`src/rtl/idma_ar_credit_gate_pkg.sv`:
```
// Shared types for the read-side AR credit gate: default AXI4 AR channel layout.
package idma_ar_credit_gate_pkg;

   localparam int unsigned DefAddrWidth = 24;
   localparam int unsigned DefUserWidth = 1;
   localparam int unsigned DefIdWidth   = 1;

   typedef struct packed {
      logic [DefIdWidth-1:0]   id;
      logic [DefAddrWidth-1:0] addr;
      logic [7:0]              len;
      logic [2:0]              size;
      logic [1:0]              burst;
      logic                    lock;
      logic [3:0]              cache;
      logic [2:0]              prot;
      logic [3:0]              qos;
      logic [3:0]              region;
      logic [DefUserWidth-1:0] user;
   } ar_chan_t;

endpackage

```
`src/rtl/idma_beat_credit_counter.sv`:
```
// Beat-credit counter: free dataflow-buffer beats, reserved per released AR
// and returned one per drained W beat.
module idma_beat_credit_counter #(
   parameter int unsigned BufferDepth = 16
) (
   input  logic                               clk_i,
   input  logic                               rst_ni,
   input  logic                               check_i,
   input  logic                               take_i,
   input  logic [$clog2(BufferDepth+1):0]     need_i,
   input  logic                               give_i,
   output logic [$clog2(BufferDepth+1)-1:0]   credits_o,
   output logic                               enough_o
);

   localparam int unsigned CreditWidth = $clog2(BufferDepth+1);
   localparam int unsigned SumWidth    = CreditWidth + 1;

   logic [CreditWidth-1:0] credits_q, credits_d;
   logic [SumWidth-1:0]    sum;

   // Sufficiency looks at the registered count only, so W never reaches AR combinationally.
   assign enough_o  = {1'b0, credits_q} >= need_i;
   assign credits_o = credits_q;

   // Take and give in the same cycle both apply; clamp guards the upper bound.
   always_comb begin
      sum = {1'b0, credits_q} - (take_i ? need_i : '0) + {{CreditWidth{1'b0}}, give_i};
      if (sum > SumWidth'(BufferDepth)) credits_d = CreditWidth'(BufferDepth);
      else                              credits_d = sum[CreditWidth-1:0];
   end

   // Counter register; starts with the whole buffer free.
   always_ff @(posedge clk_i or negedge rst_ni) begin
      if (!rst_ni) begin
         credits_q <= CreditWidth'(BufferDepth);
      end else begin
         credits_q <= credits_d;
`ifndef SYNTHESIS
         assert (!(give_i && credits_q == CreditWidth'(BufferDepth)))
            else $error("idma_beat_credit_counter: beat returned while credits are full");
         assert (!(check_i && need_i > SumWidth'(BufferDepth)))
            else $error("idma_beat_credit_counter: burst needs more beats than the buffer holds");
`endif
      end
   end

endmodule

```
`src/rtl/idma_ar_credit_gate.sv`:
```
// Holds AR requests until the dataflow buffer has room for the whole read
// burst; strict FIFO order, bypass reads pass without reserving credits.
module idma_ar_credit_gate
   import idma_ar_credit_gate_pkg::*;
#(
   parameter int unsigned NumAxInFlight = 2,
   parameter int unsigned BufferDepth   = 16,
   parameter int unsigned AddrWidth     = 24,
   parameter int unsigned UserWidth     = 1,
   parameter int unsigned AxiIdWidth    = 1,
   parameter bit          PrintFifoInfo = 1'b0,
   parameter type         axi_ar_chan_t = ar_chan_t
) (
   input  logic                              clk_i,
   input  logic                              rst_ni,
   input  logic                              testmode_i,
   input  axi_ar_chan_t                      ar_req_i,
   input  logic                              ar_bypass_i,
   input  logic                              ar_valid_i,
   output logic                              ar_ready_o,
   output axi_ar_chan_t                      ar_req_o,
   output logic                              ar_valid_o,
   input  logic                              ar_ready_i,
   input  logic                              w_beat_valid_i,
   input  logic                              w_beat_ready_i,
   input  logic                              w_beat_bypass_i,
   output logic [$clog2(BufferDepth+1)-1:0]  credits_o,
   output logic                              busy_o
);

   localparam int unsigned CreditWidth = $clog2(BufferDepth+1);
   localparam int unsigned PtrW        = (NumAxInFlight > 1) ? $clog2(NumAxInFlight) : 1;
   localparam int unsigned CntW        = $clog2(NumAxInFlight+1);
   localparam int unsigned NeedW       = (CreditWidth + 1 > 9) ? CreditWidth + 1 : 9;

   if (PrintFifoInfo) begin : g_print_info
      $info("idma_ar_credit_gate: AR FIFO depth %0d, buffer depth %0d beats",
            NumAxInFlight, BufferDepth);
   end

   if ($bits(axi_ar_chan_t) < AddrWidth + UserWidth + AxiIdWidth + 8) begin : g_cfg_check
      $error("idma_ar_credit_gate: AR channel type narrower than configured widths");
   end

   // AR and its bypass flag share valid/ready/pop, so they live in one entry.
   typedef struct packed {
      logic         bypass;
      axi_ar_chan_t ar;
   } entry_t;

   entry_t            mem_q [NumAxInFlight];
   entry_t            head;
   logic [PtrW-1:0]   wr_ptr_q, rd_ptr_q;
   logic [CntW-1:0]   cnt_q;
   logic              fifo_full, head_valid, push, pop;

   logic [NeedW-1:0]       need_wide;
   logic [CreditWidth:0]   need;
   logic                   enough, gate_valid, gate_fire, rel;

   logic                   reg_full_q;
   axi_ar_chan_t           reg_data_q;

   logic                   unused_testmode;
   assign unused_testmode = testmode_i;

   function automatic logic [PtrW-1:0] ptr_inc(input logic [PtrW-1:0] p);
      return (p == PtrW'(NumAxInFlight - 1)) ? '0 : p + 1'b1;
   endfunction

   assign fifo_full  = cnt_q == CntW'(NumAxInFlight);
   assign head_valid = cnt_q != '0;
   assign head       = mem_q[rd_ptr_q];
   assign ar_ready_o = ~fifo_full;
   assign push       = ar_valid_i & ~fifo_full;
   assign pop        = gate_fire;

   // FIFO storage; no reset needed since the count qualifies every entry.
   always_ff @(posedge clk_i) begin
      if (push) mem_q[wr_ptr_q] <= '{bypass: ar_bypass_i, ar: ar_req_i};
   end

   // FIFO pointers and occupancy; a push is never visible before the next cycle.
   always_ff @(posedge clk_i or negedge rst_ni) begin
      if (!rst_ni) begin
         wr_ptr_q <= '0;
         rd_ptr_q <= '0;
         cnt_q    <= '0;
      end else begin
         if (push) wr_ptr_q <= ptr_inc(wr_ptr_q);
         if (pop)  rd_ptr_q <= ptr_inc(rd_ptr_q);
         case ({push, pop})
            2'b10:   cnt_q <= cnt_q + 1'b1;
            2'b01:   cnt_q <= cnt_q - 1'b1;
            default: cnt_q <= cnt_q;
         endcase
      end
   end

   // Beats required by the head; oversize bursts saturate just above capacity so they stall.
   always_comb begin
      need_wide = NeedW'(head.ar.len) + NeedW'(1);
      if (head.bypass)                           need = '0;
      else if (need_wide > NeedW'(BufferDepth))  need = (CreditWidth+1)'(BufferDepth + 1);
      else                                       need = need_wide[CreditWidth:0];
   end

   assign gate_valid = head_valid & enough;
   assign gate_fire  = gate_valid & ~reg_full_q;
   assign rel        = w_beat_valid_i & w_beat_ready_i & ~w_beat_bypass_i;

   idma_beat_credit_counter #(
      .BufferDepth (BufferDepth)
   ) i_credit_counter (
      .clk_i     (clk_i),
      .rst_ni    (rst_ni),
      .check_i   (head_valid & ~head.bypass),
      .take_i    (gate_fire),
      .need_i    (need),
      .give_i    (rel),
      .credits_o (credits_o),
      .enough_o  (enough)
   );

   // Fall-through output stage: captures the released AR only if the port stalls.
   always_ff @(posedge clk_i or negedge rst_ni) begin
      if (!rst_ni) begin
         reg_full_q <= 1'b0;
         reg_data_q <= '0;
      end else if (!reg_full_q) begin
         if (gate_valid && !ar_ready_i) begin
            reg_full_q <= 1'b1;
            reg_data_q <= head.ar;
         end
      end else if (ar_ready_i) begin
         reg_full_q <= 1'b0;
      end
   end

   assign ar_valid_o = reg_full_q | gate_valid;
   assign ar_req_o   = reg_full_q ? reg_data_q : head.ar;
   assign busy_o     = head_valid | ar_valid_o;

endmodule

```
`config.mk`:
```
export PLATFORM = sky130hd
export DESIGN_NAME = idma_ar_credit_gate
export DESIGN_NICKNAME = d
export VERILOG_FILES = /design/src/rtl/idma_ar_credit_gate_pkg.sv /design/src/rtl/idma_beat_credit_counter.sv /design/src/rtl/idma_ar_credit_gate.sv
export SDC_FILE = /design/constraint.sdc
export NUM_CORES = 1
export LEC_CHECK = 0
export ABC_AREA = 1
export BUFFER_PORTS_ARGS = -buffer_cell sky130_fd_sc_hd__buf_2
export CAP_MARGIN = 20
export CORE_UTILIZATION = 51
export DETAILED_ROUTE_END_ITERATION = 10
export PLACE_DENSITY = 0.76
export SYNTH_ARGS = -nofsm -noshare
export SYNTH_HDL_FRONTEND = slang
export SYNTH_HIERARCHICAL = 1
export SYNTH_SLANG_ARGS = --single-unit
export TNS_END_PERCENT = 50
```
`constraint.sdc`:
```
create_clock -name clk_i -period 4.4 [get_ports clk_i]
set_input_delay 0.44 -clock clk_i [delete_from_list [all_inputs] [get_ports clk_i]]
set_output_delay 0.44 -clock clk_i [all_outputs]
set_load 0.05 [all_outputs]
```
==> metrics.csv <==
stage,metric,value,unit
global_routing,grt_pass1_vias,5694,
setup_path,critPathMaxStageDelay,0.46,ns
finish,postLayoutCellArea,9640,um2
routing,drt-initial-drc-count,281,
global_routing,grt_antenna_before_repair,2,
timing,layout_worst_path_cycle_share,0.966,
clocking,holdBufCountCts,0,
floorplanning,core_region_area,15100,um2
worst_hold_path,min_path_type,in2async,
global_routing,grt_first_pass_wirelength,26300,um
logic_synthesis,post_synth_instance_area,7900,um2
clocking,clk_latency,0.42,ns
global_routing,grt_start_max_net_pins,73,
routing,post_drt_wl_per_cell,14.1,um
floorplanning,fp.dieArea,16000,um2
setup_path,end_kind,flop,
outcome,status,"complete, no violations",
finish,post_route_cells_drive_above_1_share,0.245,
logic_synthesis,synth_warnings,6,
clocking,tritoncts,yes,
floorplanning,boundaryPins,127,
floorplanning,dieHeight,126,um
setup_path,timing.rr.start,rd_ptr_q$_DFFE_PN0P_,
routing,detailedRoute.firstPassIterationCount,4,
clocking,clkSlewWorstSetupHoldPaths,0.06,ns
setup_path,critical_path_required,4.75,ns
placed_design,detailed_place_hpwl,10100,um
floorplanning,die_width,126,um
routing,routed_via_density,4.99,
clocking,clock_tree.root_cell,clkbuf_16,
clocking,htree_levels,4,
setup_path,regToRegSetupSlack,0.15,ns
setup_path,timing.critical_path.arrival,4.60,ns
setup_path,worstSetupStartpointType,flop,
clocking,cts_sinks,177,
run,maxCapViolations,0,
floorplanning,initial_core_util,0.522,
finish,finalNetCount,1039,
clocking,cts_inserted_buffers,17,
placed_design,globalplace.congestion,0.862,
timing,clock-skew-final,0.0101,ns
placed_design,placed_cell_area,8750,um2
setup_path,crit_start,rd_ptr_q$_DFFE_PN0P_,
finish,layout-area-overhead-vs-synth,21.9,%
timing,final.min_clock_period,4.25,ns
global_routing,track_usage,0.215,
timing,slew_headroom,0.345,
global_routing,grt_overflow,0,
setup_path,crit_path_frequent_cell,inv_2,
timing,slew_viol_final,0,
timing,hold_viol,0,
routing,postRouteWirelength,16300,um
setup_path,critical_path_class,reg2reg,
routing,ant_nets,0,
routing,via_count,5781,
floorplanning,core.rowCount,45,
clocking,cts.path.max_buffers,2,
setup_path,crit_fanout,5,
setup_path,crit_slowest_cell,dfrtp_2,
timing,unrepaired_setup_endpoints_after_global_routing,true,
routing,remaining_drc_errors,0,
timing,achievable-frequency,235,MHz
logic_synthesis,syn_avg_cell_area,9.59,um2
placed_design,port_buffers,125,
logic_synthesis,cell_count_after_synthesis,824,
timing,worst_margin_pin_slew,0.980,ns
timing,setup_viol,0,
==> repair_timing <==
item,4_1_cts,5_1_grt
endpoints found under the setup margin,4,5
setup buffers,2,6
pin swaps,1,16
gates resized for setup,3,48
==> flip-flops by register name, indices dropped and copies added, names as in the netlist <==
name / count
cnt_q: 2
i_credit_counter/credits_o: 5
mem_q: 112
rd_ptr_q: 1
reg_data_q: 55
reg_full_q: 1
wr_ptr_q: 1
==> layout make-up <==
class	instances	area, um2
repair buffers	145	798
well taps	188	235
multi-input cells	517	2630
clock buffers	18	429
diodes	1	2.50
flip-flops and latches	177	4990
clock inverters	14	178
inverters	98	370
fillers	1216	5510
==> cells in the final DEF (no fill, tap or decap), types with 14 or more instances in the layout <==
| cell type | n |
|---|---|
| inv_1 | 86 |
| buf_4 | 18 |
| clkbuf_16 | 17 |
| dfrtp_1 | 63 |
| nand2_1 | 303 |
| buf_2 | 124 |
| nand2_2 | 16 |
| edfxtp_1 | 112 |
| nor2_1 | 14 |
| o21ai_0 | 107 |
==> stage by stage <==
stage,util,worst slack [ns],setup TNS [ns],hold slack [ns],cells
final,0.636,0.151,0,0.141,1158
after global routing,0.636,-0.163,-0.631,0.176,1157
after CTS,0.620,0.00739,0,0.169,1152
after detailed placement,0.578,-0.0197,-0.0390,0.475,1118
after global placement,0.578,0.0982,0,0.466,1118
after floorplan,-,0.256,0,0.144,826
==> worst max-delay path: cells and delay by family (launching register included) <==
| kind | cells | cell delay, ns |
|---|---|---|
| AOI/OAI and AO/OA | 3 | 0.29 |
| adders and majority gates | 5 | 1.17 |
| buffers and inverters | 7 | 0.47 |
| DFF | 1 | 0.46 |
| and+or+nand+nor | 18 | 1.77 |
==> worst paths after layout <==
kind,endpoint,cells after the start
worst max register to register,i_credit_counter/credits_o[2]$_DFF_PN0_,33
worst max-delay path,i_credit_counter/credits_o[2]$_DFF_PN0_,33
max in group asynchronous,rd_ptr_q$_DFFE_PN0P_,1
worst min-delay path,reg_data_q[27]$_DFFE_PN0P_,1
min in group clk_i,mem_q[1][10]$_DFFE_PP_,1
worst min register to register,reg_data_q[28]$_DFFE_PN0P_,2
==> layer usage <==
layer,GRT usage,wire length (um),vias up
met1,0.250,6820,2696
met3,0.0671,1010,31
met2,0.372,8230,138
met5,0,13,-
met4,0.0801,260,2
li1,-,-,2914
Power is not shown: default switching activity piles up to over one toggle a cycle in this logic, so the estimate is an artifact.
